[src/rtl/baud_ctrl.sv]
// Run-time baud-rate controller: 16x oversampling tick plus bit strobe,
// with divisor updates deferred until both UART directions are idle.
module baud_ctrl #(
  parameter int DVSR_W   = 11,
  parameter int DVSR_RST = 650
) (
  input  logic              clk,
  input  logic              reset,
  input  logic              en,
  input  logic              wr_dvsr,
  input  logic [DVSR_W-1:0] dvsr_in,
  input  logic              tx_busy,
  input  logic              rx_busy,
  output logic              tick,
  output logic              bit_tick,
  output logic [DVSR_W-1:0] dvsr_q,
  output logic              pend
);

  typedef enum logic [0:0] {
    STOP = 1'b0,
    RUN  = 1'b1
  } state_t;

  state_t            state_r, state_s;
  logic [DVSR_W-1:0] cnt_r, cnt_s;
  logic [3:0]        sub_r, sub_s;
  logic [DVSR_W-1:0] act_r, act_s;
  logic [DVSR_W-1:0] nxt_r, nxt_s;
  logic              pend_r, pend_s;
  logic              tick_s;
  logic              apply_s;

  // Output decode, purely from registered state.
  always_comb begin
    tick_s   = (state_r == RUN) && (cnt_r == act_r);
    tick     = tick_s;
    bit_tick = tick_s && (sub_r == 4'd15);
    dvsr_q   = act_r;
    pend     = pend_r;
  end

  // State and datapath registers.
  always_ff @(posedge clk or posedge reset) begin
    if (reset) begin
      state_r <= STOP;
      cnt_r   <= '0;
      sub_r   <= 4'd0;
      act_r   <= DVSR_W'(DVSR_RST);
      nxt_r   <= '0;
      pend_r  <= 1'b0;
    end else begin
      state_r <= state_s;
      cnt_r   <= cnt_s;
      sub_r   <= sub_s;
      act_r   <= act_s;
      nxt_r   <= nxt_s;
      pend_r  <= pend_s;
    end
  end

  // Next-state logic: counters, FSM and divisor handoff.
  always_comb begin
    state_s = state_r;
    cnt_s   = '0;
    sub_s   = 4'd0;
    apply_s = 1'b0;

    case (state_r)
      STOP: begin
        // Busy inputs do not matter here: nothing is being clocked out.
        apply_s = pend_r;
        if (en) begin
          state_s = RUN;
        end else begin
          state_s = STOP;
        end
      end
      RUN: begin
        apply_s = pend_r && tick_s && !tx_busy && !rx_busy;
        if (!en) begin
          state_s = STOP;
        end else if (tick_s) begin
          state_s = RUN;
          cnt_s   = '0;
          sub_s   = apply_s ? 4'd0 : sub_r + 4'd1;
        end else begin
          state_s = RUN;
          cnt_s   = cnt_r + DVSR_W'(1);
          sub_s   = sub_r;
        end
      end
      default: begin
        state_s = STOP;
      end
    endcase

    if (apply_s) begin
      act_s = nxt_r;
    end else begin
      act_s = act_r;
    end

    // A write always re-arms pend, even when it lands on an apply edge.
    if (wr_dvsr) begin
      nxt_s  = dvsr_in;
      pend_s = 1'b1;
    end else begin
      nxt_s  = nxt_r;
      pend_s = apply_s ? 1'b0 : pend_r;
    end
  end

endmodule
[config.mk]
export PLATFORM = sky130hd
export DESIGN_NAME = baud_ctrl
export DESIGN_NICKNAME = d
export VERILOG_FILES = /design/src/rtl/baud_ctrl.sv
export SDC_FILE = /design/constraint.sdc
export NUM_CORES = 1
export LEC_CHECK = 0
export ABC_AREA = 1
export BUFFER_PORTS_ARGS = -buffer_cell sky130_fd_sc_hd__buf_2
export CAP_MARGIN = 25
export CORE_MARGIN = 2
export CORE_UTILIZATION = 51
export CTS_CLUSTER_SIZE = 12
export DETAILED_ROUTE_END_ITERATION = 16
export PLACE_DENSITY = 0.74
export SKIP_LAST_GASP = 1
export SYNTH_ARGS = -nofsm -noshare
export SYNTH_HDL_FRONTEND = slang
export SYNTH_SLANG_ARGS = --single-unit
[constraint.sdc]
create_clock -name clk -period 1.3 [get_ports clk]
set_input_delay 0 -clock clk [delete_from_list [all_inputs] [get_ports clk]]
set_output_delay 0 -clock clk [all_outputs]
set_load 0.02 [all_outputs]
==> impl_metrics.yaml <==
power_and_ir_drop:
  vdd_ir_drop_max_mv: 0.778
  power_density_mw_per_mm2: 988
  leakage_uw: 0.00162
place:
  io_buffers: 30
  post-dp-hpwl_um: 3490
  gp_congestion: 0.795
die:
  start_util: 0.527
  die_w_um: 68.3
  die_area_mm2: 0.00466
  ios: 31
  rows: 23
  fp.dieH_um: 68.3
  core_area_mm2: 0.00400
synthesis:
  synth-main-ff-cell: "dfrtp_1"
  syn_avg_cell_area_um2: 7.50
  syn_area_mm2: 0.00211
  synth_seq_cells: 39
  syn-num-nets: 300
  synth.largest_area_cell: "dfrtp_1"
  synth-xor-area-share: 0.0208
  ys_warn_count: 0
  synth_top_family_by_area: "simple AND/OR/NAND/NOR gates"
  async_flop_share: 1.00
  synth_seq_area_share: 0.466
  synth_area_leaders: "dfrtp_1 (42%), nand2_1 (21%), nand3_1 (5.5%), dfstp_2 (5.0%), inv_1 (4.8%)"
  ys_types: 28
  yosys.area.top_type_share: 0.416
  synthAdderAreaFrac: 0.0119
  synth_edf_count: 0
  muxShareOfSynthArea: 0
  synth_compound_area_frac: 0.0143
  synthSimpleGateAreaFrac: 0.397
  synth_cells: 281
grt:
  antenna_found_initial: 0
  grt_pass1_wl_um: 8490
  grtUsageTotal: 0.250
  grt_max_degree: 40
  grt_pass1_vias: 1979
  grt_overflow: 0
setup_path:
  crit_type: "register to output pin"
  worst_ep_required_time_ns: 1.30
  critPathArrivalTime_ns: 1.64
  slowest_stage: "dfstp_2"
  critPathMaxFanout: 4
  cp-end-kind: "output pin"
  worstSetupStartpointType: "register"
  cp_cell_sequence: "inv_2, nand2_2, nand2_2, nor2_4, nand2_2, nor2_4, nand2_4, buf_6, clkinv_4, buf_6"
  path_common_cell: "nand2_2"
  cpPeakStageDelay_ns: 0.55
final_layout:
  fin_util: 0.769
  multi_input_area_mm2: 0.00107
  nFillCells: 251
  syn_to_final_growth_pct: 46.0
  layout_commonest_cell: "nand2_1"
  antenna_cells: 0
  drive_gt1_frac: 0.416
  regArea_um2: 982
  nets: 395
  final_cell_mix: "nand2_1 (107), buf_4 (43), dfrtp_1 (34)"
worst_hold_path:
  hold_class: "input pin to register"
sta:
  rsz0062_at_grt: "true"
  setup_viol: 29
  fin_crit_ns: 1.64
  fin_ws_ns: -0.338
  finalHoldViolations: 0
  tightestPinTransition_ns: 0.478
  worst_clock_skew_ns: 0.00281
  maxSlewHeadroom: 0.682
  whs_ns: 0.0216
  fin_crit_sh: 1.26
  fmax_ghz: 0.611
  maxSlewViolCount: 0
routing:
  wl_per_cell_um: 12.3
  first_iter_violations: 114
  drc_errors: 0
  viasPerCell: 4.80
  drt.antenna.violating_nets: 0
  firstDrtPassIters: 4
  route.vias.total: 2049
  finalWirelength_um: 5260
clock_network:
  cts_sinks: 39
  clock_path_buffers: 2
  cts_tree: "yes"
  cts_buffers: 5
  root_buffer: "clkbuf_8"
  clk_pin_slew_worst_paths_ns: 0.08
  cts-htree-levels: 2
  clock_latency_ns: 0.30
status:
  status: "complete, but fails checks"
  failed_checks: "negative setup slack"
run:
  drv_cap: 0
==> sequential cells by signal, indices dropped and copies added (netlist names) <==
register,cells
dvsr_q,11
state_r,1
pend,1
nxt_r,11
cnt_r,11
sub_r,4
==> where the power goes <==
part | switching [uW] | leakage, uW | internal, uW | total (uW)
clock | 462 | 0.0000402 | 373 | 836
combinational | 446 | 0.00109 | 362 | 807
sequential | 77.9 | 0.000494 | 1320 | 1400
total | 986 | 0.00162 | 2050 | 3040
==> final cells by class <==
cell class	instances	share of cell area
tap	50	0.0203
timing repair buffer	94	0.237
inverter	38	0.0480
clock buffer	5	0.0224
sequential	39	0.319
clock inverter	3	0.00651
multi-input combinational	198	0.347
==> metrics by stage <==
stage	cells	worst slack [ns]	area, um^2	total power, uW	TNS (ns)
floorplan	281	-0.235	2150	1830	-5.29
global placement	399	-0.169	2660	2080	-4.08
detailed placement	399	-0.202	2660	2100	-4.99
finish	427	-0.338	3080	3040	-7.99
CTS	425	-0.343	3000	3010	-7.16
global route	427	-0.413	3080	3190	-10.37
==> path summary, 6_finish.rpt <==
kind | to | slack, ns | start | depth (start not counted)
min reg2reg | nxt_r[10] | 0.47 | nxt_r[10] | 2
max in group asynchronous | cnt_r[0] | 0.59 | reset | 4
max reg2reg | dvsr_q[0] | -0.31 | dvsr_q[9] | 11
min | nxt_r[10] | 0.02 | wr_dvsr | 3
max | tick | -0.34 | dvsr_q[9] | 10
min in group asynchronous | nxt_r[8] | 0.36 | reset | 4
==> routing by layer <==
metal,vias up,track usage,part of all wire
met5,-,0,0
met4,0,0.103,0.025
li1,1039,-,-
met1,935,0.300,0.42
met3,12,0.0576,0.052
met2,63,0.431,0.50
==> synthesized netlist by cell type, types with 2 or more instances <==
cell type and instances:
buf_6 2, nand4_1 3, nor2_2 13, clkbuf_1 2, nand2_2 6, clkinv_1 2, xnor2_1 2, ha_1 2
inv_2 9, dfrtp_1 35, nand2_1 116, o21ai_0 2, nor2_4 2, xor2_1 3, nand3_1 23, nor2_1 17
inv_1 27, nor3_2 2, dfstp_2 4
==> cell families (layout without fill, tap and decap cells) <==
| group | Yosys count | count (layout) |
|---|---|---|
| and+or+nand+nor | 186 | 186 |
| buffers and inverters | 44 | 140 |
| DFF | 39 | 39 |
| AOI/OAI and AO/OA | 5 | 5 |
| xor gates and xnor gates | 5 | 5 |
| adders and majority gates | 2 | 2 |
==> worst max-delay path, delay by kind of cell (launching register included) <==
| family | cells | cell delay [ns] |
|---|---|---|
| buf+inv | 4 | 0.30 |
| flops | 1 | 0.55 |
| simple gates | 6 | 0.48 |
==> repair_timing <==
| action | in CTS | in global routing |
|---|---|---|
| pin swaps | 3 | 7 |
| buffers inserted | 5 | 1 |
| setup endpoints to repair | 29 | 29 |
| hold buffers | 13 | 0 |
| hold endpoints to repair | 48 | 0 |
| cloned | 0 | 1 |
| resized for setup | 23 | 12 |
Note: power is estimated with default switching activity, not from simulation.
